--- config.mk ---
export PLATFORM = sky130hd
export DESIGN_NAME = pipe_hazard_ctrl
export DESIGN_NICKNAME = d
export VERILOG_FILES = /design/src/rtl/pipe_hazard_ctrl.sv
export SDC_FILE = /design/constraint.sdc
export NUM_CORES = 1
export LEC_CHECK = 0
export ABC_AREA = 1
export CORE_UTILIZATION = 30
export DETAILED_ROUTE_END_ITERATION = 16
export GPL_TIMING_DRIVEN = 0
export HOLD_SLACK_MARGIN = 0.15
export PLACE_DENSITY_LB_ADDON = 0.3
export SLEW_MARGIN = 25
export SYNTH_ARGS = -nofsm -noshare
export SYNTH_HDL_FRONTEND = slang
export SYNTH_SLANG_ARGS = --single-unit
export TNS_END_PERCENT = 1
--- constraint.sdc ---
create_clock -name clock -period 2.75 [get_ports clock]
set_clock_uncertainty 0.05 [all_clocks]
set_input_delay 0.6875 -clock clock [delete_from_list [all_inputs] [get_ports clock]]
set_output_delay 0.6875 -clock clock [all_outputs]
set_load 0.02 [all_outputs]
--- src/rtl/pipe_hazard_ctrl.sv ---
`default_nettype none
// ============================================================================
// Module   : pipe_hazard_ctrl
// Brief    : RAW hazard stall and taken-branch flush control for a 5-stage
//            pipeline, with saturating stall/flush performance counters.
// Revision : 1.0 - initial release
// ============================================================================
module pipe_hazard_ctrl #(
   parameter int RADDR_W   = 6,
   parameter bit WB_BYPASS = 1'b1,
   parameter int CNT_W     = 16
) (
   input  logic               clock,
   input  logic               reset,
   input  logic               id_valid,
   input  logic [RADDR_W-1:0] id_rs,
   input  logic [RADDR_W-1:0] id_rt,
   input  logic               id_use_rs,
   input  logic               id_use_rt,
   input  logic               id_wr,
   input  logic [RADDR_W-1:0] id_rd,
   input  logic               ex_br_taken,
   output logic               pc_hold,
   output logic               ifid_hold,
   output logic               ifid_flush,
   output logic               idex_bubble,
   output logic [CNT_W-1:0]   stall_cnt,
   output logic [CNT_W-1:0]   flush_cnt
);

   localparam logic [RADDR_W-1:0] c_zero_reg = '0;
   localparam logic [CNT_W-1:0]   c_cnt_max  = '1;
   localparam logic               c_chk_wb   = ~WB_BYPASS;

   logic               r_ex_v, r_mem_v, r_wb_v;
   logic [RADDR_W-1:0] r_ex_rd, r_mem_rd, r_wb_rd;
   logic [CNT_W-1:0]   r_stall_cnt, r_flush_cnt;

   logic w_match_rs, w_match_rt;
   logic w_stall, w_flush, w_issue_v;

   // Register 0 never matches, even if a stale entry somehow carried it.
   always_comb begin
      w_match_rs = (id_rs != c_zero_reg) &&
                   ((r_ex_v  && (r_ex_rd  == id_rs)) ||
                    (r_mem_v && (r_mem_rd == id_rs)) ||
                    (c_chk_wb && r_wb_v && (r_wb_rd == id_rs)));
      w_match_rt = (id_rt != c_zero_reg) &&
                   ((r_ex_v  && (r_ex_rd  == id_rt)) ||
                    (r_mem_v && (r_mem_rd == id_rt)) ||
                    (c_chk_wb && r_wb_v && (r_wb_rd == id_rt)));
   end

   always_comb begin
      w_stall   = id_valid & ((id_use_rs & w_match_rs) | (id_use_rt & w_match_rt));
      w_flush   = ex_br_taken;
      w_issue_v = id_valid & id_wr & (id_rd != c_zero_reg) & ~w_stall & ~w_flush;
   end

   // Flush takes priority: the stalled ID instruction is discarded anyway.
   always_comb begin
      pc_hold     = 1'b0;
      ifid_hold   = 1'b0;
      ifid_flush  = 1'b0;
      idex_bubble = 1'b0;
      if (w_flush) begin
         ifid_flush  = 1'b1;
         idex_bubble = 1'b1;
      end else if (w_stall) begin
         pc_hold     = 1'b1;
         ifid_hold   = 1'b1;
         idex_bubble = 1'b1;
      end
   end

   always_ff @(posedge clock or posedge reset) begin
      if (reset) begin
         r_ex_v   <= 1'b0;
         r_mem_v  <= 1'b0;
         r_wb_v   <= 1'b0;
         r_ex_rd  <= '0;
         r_mem_rd <= '0;
         r_wb_rd  <= '0;
      end else begin
         r_wb_v   <= r_mem_v;
         r_wb_rd  <= r_mem_rd;
         r_mem_v  <= r_ex_v;
         r_mem_rd <= r_ex_rd;
         r_ex_v   <= w_issue_v;
         r_ex_rd  <= id_rd;
      end
   end

   always_ff @(posedge clock or posedge reset) begin
      if (reset) begin
         r_stall_cnt <= '0;
         r_flush_cnt <= '0;
      end else begin
         if (w_stall && !w_flush && (r_stall_cnt != c_cnt_max))
            r_stall_cnt <= r_stall_cnt + 1'b1;
         if (w_flush && (r_flush_cnt != c_cnt_max))
            r_flush_cnt <= r_flush_cnt + 1'b1;
      end
   end

   assign stall_cnt = r_stall_cnt;
   assign flush_cnt = r_flush_cnt;

endmodule
`default_nettype wire

# Word-level counts from Yosys, hierarchy flattened

Cells that the tools add are included.

Memory bits (writable): 0
Bits in latches: 0
Output and inout port bits: 36
ROM bits: 0
Memories: 0
Input bits: 25
Flip-flop bits (word level): 46
Logic and storage cells: 43

Shifts and indexed selects: 0
Equality and inequality tests: 6
Divide/modulo/power cells: 0
Multiply operators: 0
Mux-type cells: 4
Bitwise operators: 10
Magnitude comparators: 0
Add/subtract/negate cells: 2
Reductions and logical operators: 15

Operators by type and width:

| cell                                          | number |
|---|---|
| adder 16 x 1 -> 16 bit, second input constant | 2 |
| inequality test 16 bit, second input constant | 2 |
| equality test 6 bit                           | 4 |
| nonzero test 6 bit                            | 3 |
| logical AND 1 bit                             | 9 |
| bitwise AND 1 bit                             | 7 |
| two-way mux 1 bit                             | 4 |
| logical OR 1 bit                              | 2 |
| inverter 1 bit                                | 2 |
| logical NOT 1 bit                             | 1 |
| OR 1 bit                                      | 1 |

# Logic depth before layout (Yosys ltp)

Gate-level depths: netlist (run 1).

Depth in word-level cells: 10
Gate-level depth with buffers: 15
Gate-level depth less buffers: 14

# Worst setup path after synthesis (run 1)

No wires, ideal clock.

Path kind: in2out
Start point: input port id_rs[3]
End point: output port pc_hold
Data required time: 2013 ps
Path buffers: 1
Data arrival time: 1654 ps
Path slack: 358 ps
Cell stages on the path: 13
Cells stage by stage: inv_1 nand2_1 nand2_1 inv_1 nand2_1 nor2_1 nand2_1 nand2_1 nand2_1 nand2_4 nand3_4 inv_1 buf_4

Longest elaborated chain between the ends: 9
Elaborated cells between the ends (all ways): 12
Those cells by class: eq/ne (2); mux (2); bitwise (3); reduce/logical (5)

Ends and longest elaborated chain:

| element                                | line   | RTL |
|---|---|---|
| from (decl)                            | 16     | `input logic [RADDR_W-1:0] id_rs,` |
| equality test 6 bit (on tied branches) | 45, 46 |  |
| logical AND 1 bit (on tied branches)   | 45, 46 |  |
| logical OR 1 bit                       | 45     | `((r_ex_v && (r_ex_rd == id_rs)) \|\|` |
| logical AND 1 bit (*)                  | 44     | `w_match_rs = (id_rs != c_zero_reg) &&` |
| bitwise AND 1 bit (*)                  | 55     | `w_stall = id_valid & ((id_use_rs & w_match_rs) \| (id_use_rt & w_match_rt));` |
| OR 1 bit (*)                           | 55     |  |
| bitwise AND 1 bit (*)                  | 55     |  |
| two-way mux 1 bit (*) (2 in series)    | -      |  |
| to (decl)                              | 23     | `output logic pc_hold,` |

Mark *: on every way between the ends. The rest lies on a longest branch, timed or not.

# Final worst setup path (run 1)

Start point: input port id_rt[5]
End point: output port pc_hold

Longest elaborated chain between the ends: 9
Elaborated cells between the ends (all ways): 12
Those cells by class: eq/ne (2); mux (2); bitwise (3); reduce/logical (5)

Ends and longest elaborated chain:

| element                                | line   | RTL |
|---|---|---|
| from (decl)                            | 17     | `input logic [RADDR_W-1:0] id_rt,` |
| equality test 6 bit (on tied branches) | 49, 50 |  |
| logical AND 1 bit (on tied branches)   | 49, 50 |  |
| logical OR 1 bit                       | 49     | `((r_ex_v && (r_ex_rd == id_rt)) \|\|` |
| logical AND 1 bit (*)                  | 48     | `w_match_rt = (id_rt != c_zero_reg) &&` |
| bitwise AND 1 bit (*)                  | 55     |  |
| OR 1 bit (*)                           | 55     |  |
| bitwise AND 1 bit (*)                  | 55     |  |
| two-way mux 1 bit (*)                  | 69     | `end else if (w_stall) begin` |
| two-way mux 1 bit (*)                  | 66     | `if (w_flush) begin` |

Marks and branches as above.

==> key figures, run 1 <==
Status
  • Status: completed

Cells and area
  • Commonest non-fill, non-tap cell in the layout: nand2_1
  • P&R area growth vs syn: 30.2%
  • Design area: around 0.0035 sq mm
  • Fillers: about 900
  • Area occupied by multi-input gates: 0.00133 sq mm
  • Final nets: ~440
  • Core occupancy in the finished layout: 0.404
  • Most frequent cells in the layout: nand2_1, dfrtp_1, clkdlybuf4s50_1
  • Share of post-route cells with drive strength above 1: 0.193
  • ANT cells: 0
  • Sequential Area: approximately 0.0012 sq mm

CTS
  • H-tree Lvls: 2
  • CTS Hold Bufs: 0
  • CTS Buffer Depth: 2
  • Worst-skew pair later-pin latency: 0.29 ns
  • CTS Buf Count: 5
  • Clk Tree Root Cell: clkbuf_8
  • Clk pin slew, worst setup/hold paths: 0.07 ns
  • TritonCTS clock tree: built
  • # clock sinks: 46

Placement
  • DP HPWL: 4590 um
  • Port bufs: 60
  • Routability cong.: 0.847
  • Pre-CTS setup slack: -0.727 ns
  • Post-DP Area: 0.00346 sq mm

STA
  • RSZ-0062 raised after global routing: no
  • Crit path time final: 2.64 ns
  • Fraction of the cycle the final worst path needs: 0.960
  • Highest clock rate: around 0.38 GHz
  • WHS: about 0.33 ns
  • Setup TNS: 0 ns
  • Final WS setup: 0.111 ns
  • Hold Violations, Final: 0
  • Max-slew violations: 0
  • Worst Max-Slew Pin Slew: ~0.43 ns
  • Slew headroom: 0.711
  • # setup viols final: 0

Route
  • Count of TritonRoute iterations in the first routing pass: 4
  • Avg WL per Cell: 11.4 um
  • Post-route ant nets: 0
  • Violation count after the first detailed-route iteration: 44
  • Routed Wire Length: 5990 um
  • DRC: 0
  • DR vias/cell: 4.35
  • Total vias in the final route: 2276

Global routing
  • Total track usage: 0.134
  • Largest net degree at the start of global routing: 30
  • GR met2 Demand/Resource: 0.232
  • GR Layer Usage met1: 0.167
  • Number of global-route vias before repair: 2210
  • Initial antenna violation count: 0
  • Met3 usage: 0.0289
  • First-pass GRT wire length: a little over 10000 um
  • Grt total ovfl: 0
  • Grt peak-use layer: met2

Yosys
  • Biggest area consumer among synthesized cells: dfrtp_1
  • Syn_nets: between 300 and 400
  • Mapped Cells: 344
  • Post-Synthesis Cell Area: 0.00271 sq mm
  • Synth top area cells: dfrtp_1, nand2_1, xor2_1
  • Synth Area per Inst: between 7 and 8 sq um
  • Number of synthesized flops with an enable pin: 0
  • Warnings, synthesis: 0
  • Post-synth top area share: 0.425
  • Sequential share of the synthesized area: 0.425
  • Main synth FF type: dfrtp_1
  • Synth unique cells: 31
  • #FFs+latches synth: 46
  • Async set-reset flop share out of synthesis: 1.00

Worst setup path
  • Critical path fanouts, max: 3
  • CP cell instances: clkdlybuf4s15_1, inv_2, nand2_1, nand2_1, inv_1, nand2_1, nor2_2, nand2_1, nand2_2, nand2_2, nand2_4, nand3_4, inv_2, buf_4, buf_4
  • Crit path depth: 15
  • Cell repeated most along the worst path: nand2_1
  • Critical path's slowest cell: clkdlybuf4s15_1
  • Crit path launch type: primary input
  • Critical path class: in -> out
  • CP Capture Type: output pin
  • Crit path DAT: around 1.9 ns
  • WP buf/inv: 6
  • R2R Path End: stall_cnt[7]
  • R2R Setup Slk: 0.90 ns
  • Data required, critical path: 2.01 ns
  • R2R cell count: 11
  • Crit path largest cell delay: 0.23 ns
  • Family with the most delay on the worst path: buffers and inverters
  • Worst R2R Start: stall_cnt[0]

Worst hold path
  • Hold Crit Depth: 0
  • Min-Delay Endpoint: r_mem_v
  • Hold Crit Class: reg -> reg
  • Hold path startpoint: r_ex_v

Power and ir drop
  • Peak VDD IR: 0.380 mV
  • P_leak: 1.79 nW
  • Power per Cell Area: between 400 and 500 mW/mm^2

Job
  • Max Cap Viol: 0

Floorplanning
  • Floorplan row count: 34
  • Die X: between 90 and 100 um
  • I/O pin count: around 60
  • Die height: roughly 97 um
  • Starting Density: 0.310
  • Die area: 0.00941 sq mm
  • CORE AREA: 0.00872 sq mm
sequential cells by signal (all words and copies together), names as in the netlist:
name and flops:
r_mem_v 1, r_mem_rd 6, r_ex_rd 6, r_ex_v 1, flush_cnt 16, stall_cnt 16
per-layer routing:
| layer | routed length, um | share of wire |
|---|---|---|
| met2 | 3000 | 0.50 |
| met1 | 2730 | 0.46 |
| met5 | 0 | 0 |
| met3 | 203 | 0.034 |
| met4 | 51 | 0.0085 |
cells in the mapped netlist, types with 3 or more instances:
master	count
a21oi_1	5
dfrtp_1	46
inv_1	47
inv_2	5
nand2_1	112
nand2_2	22
nand3_1	12
nand3_2	3
nand4_1	4
nor2_1	22
nor2_2	7
nor3_1	5
xnor2_1	9
xor2_1	23
where the power goes:
group / total, mW / switching (mW) / leakage, nW / internal [mW]
combinational: 0.428 / 0.232 / 1.18 / 0.196
sequential: 0.810 / 0.0692 / 0.579 / 0.741
clock: 0.389 / 0.214 / 0.0383 / 0.176
total: 1.63 / 0.515 / 1.79 / 1.11
repair_timing:
action,in CTS,in global routing
cloned,0,0
pin swaps,2,10
setup buffers,1,2
endpoints found under the setup margin,4,3
gates resized for setup,29,27
area by class of cell:
type | instances | share of cell area
multi-input combinational | 241 | 0.378
sequential | 46 | 0.326
timing repair buffer | 64 | 0.166
inverter | 53 | 0.0564
tap | 108 | 0.0383
clock buffer | 7 | 0.0216
buffer | 4 | 0.0131
metrics by stage:
stage / power [mW] / std cells
2_1_floorplan: 1.05 / 344
3_3_place_gp: 1.25 / 512
3_5_place_dp: 1.26 / 513
4_1_cts: 1.66 / 521
5_1_grt: 1.73 / 523
6_report: 1.63 / 523
cell families after synthesis:
logic type                 after synthesis  share of synthesized area
and+or+nand+nor                        197                      0.348
AOI/OAI and AO/OA                       10                     0.0236
DFF                                     46                      0.425
adders and majority gates                2                    0.00924
xor gates and xnor gates                32                      0.104
buffers and inverters                   57                     0.0906
how the worst max path moves through the flow:
stage	start	slack, ns	endpoint
floorplan	id_rs[3]	0.36	pc_hold
global placement	id_rt[5]	-0.72	pc_hold
detailed placement	id_rs[3]	-0.73	pc_hold
CTS	id_rs[2]	0.04	pc_hold
global route	id_rt[5]	0.0006	pc_hold
finish	id_rt[5]	0.11	pc_hold
Note: power is estimated with default switching activity, not from simulation.
==> run 2: changes to the inputs <==
--- a/config.mk
+++ b/config.mk
@@ -6,7 +6,9 @@
 export NUM_CORES = 1
 export LEC_CHECK = 0
 export ABC_AREA = 1
+export CORE_MARGIN = 2
 export CORE_UTILIZATION = 30
+export CTS_CLUSTER_DIAMETER = 200
 export DETAILED_ROUTE_END_ITERATION = 16
 export GPL_TIMING_DRIVEN = 0
 export HOLD_SLACK_MARGIN = 0.15
==> key figures, run 2 (same netlist as run 1, synthesis figures left out) <==
Power and ir drop
  • Pint: around 1.1 mW
  • Clock power share: 0.257
  • Power, Total: 1.66 mW
  • Power per Cell Area: 470 mW/mm^2
  • Switching share of power: 0.314
  • P_sw: roughly 520 uW
  • Peak VDD IR: 0.438 mV
  • Sequential share of power: 0.488
  • P_leak: ~1.8 nW
  • Logic gate share of total power: 0.255

Placement
  • Post-DP Area: 0.00346 sq mm
  • Placed instance count: between 500 and 600
  • Pre-CTS setup slack: -0.735 ns
  • Port bufs: 60
  • DP HPWL: 4560 um
  • Routability cong.: approximately 0.83

Global routing
  • Grt total ovfl: 0
  • Total track usage: 0.130
  • Initial antenna violation count: 0
  • Largest net degree at the start of global routing: 30
  • Number of global-route vias before repair: 2269
  • First-pass GRT wire length: 10400 um

CTS
  • # clock sinks: 46
  • Worst-skew pair later-pin latency: 0.29 ns
  • Clk pin slew, worst setup/hold paths: 0.08 ns
  • TritonCTS clock tree: built
  • CTS Buf Count: 5
  • CTS Hold Bufs: 0
  • CTS Buffer Depth: 2
  • Clk Tree Root Cell: clkbuf_8
  • H-tree Lvls: 2

STA
  • Slew headroom: 0.707
  • Final WS setup: 0.127 ns
  • RSZ-0062 raised after global routing: no
  • Fraction of the cycle the final worst path needs: 0.954
  • Max-slew violations: 0
  • Crit path time final: about 2.6 ns
  • Hold Violations, Final: 0
  • Highest clock rate: 0.381 GHz
  • Setup TNS: 0 ns
  • # setup viols final: 0
  • Worst Max-Slew Pin Slew: 0.439 ns
  • WHS: between 0.3 and 0.4 ns

Route
  • Met1 wire length: 2770 um
  • WL met3: between 150 and 200 um
  • Total vias in the final route: 2242
  • DR vias/cell: 4.29
  • Violation count after the first detailed-route iteration: 39
  • Avg WL per Cell: 11.3 um
  • Count of TritonRoute iterations in the first routing pass: 4
  • DRC: 0
  • Post-route ant nets: 0
  • Routed Wire Length: approximately 5900 um
  • Max Used Layer: met4
  • Met2 routed WL: 2900 um

Floorplanning
  • I/O pin count: between 60 and 70
  • Floorplan row count: 34
  • Die X: 99 um
  • CORE AREA: between 0.008 and 0.009 sq mm
  • Die height: roughly 99 um
  • Starting Density: 0.310
  • Die area: 0.00980 sq mm

Worst setup path
  • Critical path fanouts, max: 3
  • CP Capture Type: output pin
  • Crit path launch type: primary input
  • Crit path DAT: 1.89 ns
  • R2R Setup Slk: 0.86 ns
  • Data required, critical path: 2.01 ns
  • Critical path class: in -> out

Cells and area
  • Core occupancy in the finished layout: 0.405
  • Final nets: 441
  • Final std cells w/o fill: roughly 520
  • Design area: 0.00353 sq mm
  • P&R area growth vs syn: 30.5%
  • ANT cells: 0
  • Share of post-route cells with drive strength above 1: 0.183
  • Commonest non-fill, non-tap cell in the layout: nand2_1
  • Most frequent cells in the layout: nand2_1, dfrtp_1, clkdlybuf4s50_1

Status
  • Status: completed

Job
  • Max Cap Viol: 0

Worst hold path
  • Hold Crit Class: reg -> reg
==> run 2: changes by cell type in the layout (fill, tap and decap cells not counted), sizes merged <==
cell / previous run / this run
clkdlybuf4s15: 3 / 2
dlygate4sd2: 1 / 4
clkinv: 1 / 2
clkbuf: 16 / 13
==> run 2: timing repair <==
action	CTS	global route
endpoints found under the setup margin	3	4
gates resized for setup	29	18
gates cloned	0	0
buffers inserted	1	1
pin swaps	2	7
==> run 2: critical path: stages <==
cell,delay (ns)
dlygate4sd2_1,0.23
inv_1,0.08
nand2_1,0.06
nand3_1,0.10
nor2_1,0.10
nand2_1,0.05
nand2_1,0.07
nand2_2,0.07
nand2_4,0.08
nand3_4,0.08
inv_2,0.07
buf_4,0.10
buf_6,0.10
==> run 2: final cells by class <==
cell class,instances,area [sq um]
clock inverter,1,5.00
multi-input combinational,241,1320
buffer,4,46.3
timing repair buffer,63,589
tap,108,135
sequential,46,1150
inverter,53,199
fill,908,5190
clock buffer,7,86.3
==> run 2: final timing paths <==
path | start | endpoint | cells after the start
setup reg to reg | stall_cnt[0] | stall_cnt[3] | 10
min in group asynchronous | reset | stall_cnt[1] | 2
hold / removal | r_ex_v | r_mem_v | 0
max in group asynchronous | reset | r_ex_v | 3
setup / recovery | id_rs[0] | pc_hold | 13
hold reg to reg | r_ex_v | r_mem_v | 0
==> run 2: layer usage <==
layer  up-vias  global-route usage
met5         -                   0
met4         0              0.0379
met3         4              0.0220
met2        37               0.222
met1      1024               0.168
li1       1177                   -
==> run 2: power by group through the flow <==
stage / Clock (mW) / Sequential [mW] / Combinational (mW)
5_1_grt: 0.480 / 0.824 / 0.469
3_3_place_gp: 0 / 0.821 / 0.426
6_report: 0.426 / 0.810 / 0.424
2_1_floorplan: 0 / 0.876 / 0.174
3_5_place_dp: 0 / 0.820 / 0.436
4_1_cts: 0.456 / 0.810 / 0.432
==> run 3: changes to the inputs <==
--- a/config.mk
+++ b/config.mk
@@ -6,6 +6,7 @@
 export NUM_CORES = 1
 export LEC_CHECK = 0
 export ABC_AREA = 1
+export ABC_CLOCK_PERIOD_IN_PS = 2750
 export CORE_MARGIN = 2
 export CORE_UTILIZATION = 30
 export CTS_CLUSTER_DIAMETER = 200
==> results of run 3 <==
Same layout as run 2: the final DEF is identical, and so are final timing and power.
==> RTL edit: new RTL, flow settings as in run 2 <==
Change the parameter `CNT_W` from 16 to 24.
--- a/src/rtl/pipe_hazard_ctrl.sv
+++ b/src/rtl/pipe_hazard_ctrl.sv
@@ -10,3 +10,3 @@
    parameter bit WB_BYPASS = 1'b1,
-   parameter int CNT_W     = 16
+   parameter int CNT_W     = 24
 ) (
Ports: changed (resized flush_cnt and stall_cnt); port bits go from 61 to 77. No check against the original RTL was run, so the function may have changed too.
==> RTL edit against run 2 <==
- non-clock buffer count up 21
- synthesized area up 36%
- wire length up 57%
- design area up 40%
- power up 48%
- register-to-register slack worse by 150 ps
- worst setup slack worse by 17 ps
- sequential cell count up 16
- sequential share of layout area down 1.2 points
- clock power up 130%
- first-iteration DRC count rose to 4.3 times the old value
- maximum frequency down 0.63%
- critical path type unchanged
- critical endpoint unchanged
==> RTL edit: results (changes against run 2) <==
stage;metric;value;unit;change
setup_path;worst_path_max_delay_cell;dlygate4sd2_1;;
setup_path;path_delay_family;buffers and inverters;;
setup_path;crit_end;pc_hold;;
synthesis;synth_area_leaders;dfrtp_1 (42%), nand2_1 (20%), xor2_1 (6.4%), inv_1 (4.9%), xnor2_1 (4.7%);;
clock_network;clk_path_buf_depth;2;;unchanged
setup_path;r2r_setup_slack;710;ps;-150 ps
global_route;antenna_found_initial;0;;unchanged
setup_path;rr_endpoint;stall_cnt[14];;
synthesis;synth_seq_area_share;42.0;%;-0.47 points
placed_design;dp_hpwl;6980;um;+53%
setup_path;worstRegToRegCells;7;;-3
route;routedWlPerCell;12.6;um;+11%
synthesis;synthCells;498;;+45%
pwr;swShare;26.9;%;-4.5 points
clock_network;clk_pin_slew;50;ps;-30 ps
global_route;grtUsageTotal;14.8;%;+1.9 points
synthesis;synth_compound_gate_area_share;1.73;%;-0.63 points
synthesis;synth_common_cells;nand2_1 (196), dfrtp_1 (62), inv_1 (48), nor2_1 (41), xor2_1 (27);;
clock_network;cts_made_buffers;9;;+4
placed_design;dpl.cell_count;722;;+41%
timing;slew-limit-headroom;64.0;%;-6.7 points
worst_hold_path;hp-class;flop to flop;;
placed_design;preCtsSetupSlack;-753;ps;-18.5 ps
clock_network;h-tree-depth;3;;+1
synthesis;synthArstFlopShare;100;%;unchanged
final_layout;finalNetCount;616;;+40%
placed_design;dpl_cell_area;0.00466;sq mm;+34%
status;status;completed;;
final_layout;fill_cells;1253;;+38%
setup_path;max_stage_delay;270;ps;+40 ps
setup_path;arrival;1900;ps;
global_route;grt_pass1_vias;3341;;+47%
placed_design;io_buffer_count;76;;+27%
placed_design;routabilityCongestion;0.884;;+6.5%
synthesis;synth_cell_types;25;;-19%
timing;layout_min_cycle_time;2640;ps;+16.5 ps
setup_path;crit_start;id_rs[2];;
worst_hold_path;hp-start;r_ex_v;;
route;vias;3448;;+54%
synthesis;synthAdderAreaFrac;0.678;%;-0.25 points
setup_path;worstPathMaxFanout;3;;unchanged
clock_network;cts_setup_buffers;3;;+2
synthesis;synth_xor_xnor_area_share;11.2;%;+0.81 points
clock_network;cts_resized;34;;+17%
pwr;ir_worst_vdd;0.000202;V;-54%
clock_network;clk_root_buffer_cell;clkbuf_16;;
synthesis;ys_warn_count;0;;unchanged
global_route;grt_max_degree;39;;+30%
pwr;p_leak;2.43;nW;+35%
route;drt_iter0_markers;168;;+330%
clock_network;insertion_delay;320;ps;+30 ps
final_layout;drive_gt1_share;10.3;%;-8.0 points
setup_path;r2r-start;stall_cnt[0];;
synthesis;syn_nets;525;;+42%
route;drt_wl_total;9280;um;+57%
global_route;grt_pass1_wl;15700;um;+51%
timing;fin_hold_ws;328;ps;-9.85 ps
==> RTL edit: area by class of cell <==
type / instances / share of cell area (%)
buffer: 8 / 1.47
clock buffer: 11 / 5.11
clock inverter: 2 / 0.202
inverter: 59 / 4.52
multi-input combinational: 369 / 37.9
sequential: 62 / 31.3
tap: 147 / 3.72
timing repair buffer: 80 / 15.7
==> RTL edit: power groups by stage <==
| stage | Sequential (mW) | Clock, mW | Combinational, mW |
|---|---|---|---|
| floorplan | 1.11 | 0 | 0.165 |
| global placement | 1.06 | 0 | 0.411 |
| detailed placement | 1.06 | 0 | 0.419 |
| CTS | 1.05 | 1.04 | 0.417 |
| global route | 1.06 | 1.08 | 0.459 |
| finish | 1.05 | 1.00 | 0.412 |
==> RTL edit: worst register-to-register path: stages, from the launching register on <==
cell and delay [ps]:
dfrtp_1 470, ha_1 300, nand3_2 180, nor3_1 460, nand3_1 180, xnor2_1 170, nand2_1 80, nand2_1 50
==> RTL edit: routing by layer <==
layer / GRT usage (%) / share of wire, % / routed length, um / up-vias
met5: 0 / 0 / 0 / -
met4: 4.58 / 1.0 / 95 / 0
met3: 3.37 / 5.2 / 478 / 11
met2: 23.3 / 46 / 4250 / 83
met1: 20.4 / 48 / 4450 / 1610
li1: - / - / - / 1744
==> RTL edit: cells by family (layout without fill, tap and decap cells) <==
group	after synthesis	in the layout
adders and majority gates	2	2
AOI/OAI and AO/OA	12	12
and+or+nand+nor	308	308
xor gates and xnor gates	47	47
DFF	62	62
buffers and inverters	67	160
==> RTL edit: per-stage QoR <==
stage                     TNS (ps)  util, %
after floorplan                  0        -
after global placement      -47910     38.6
after detailed placement     -2030     38.8
after CTS                        0     41.1
after global routing         -23.4     41.2
final                            0     41.2
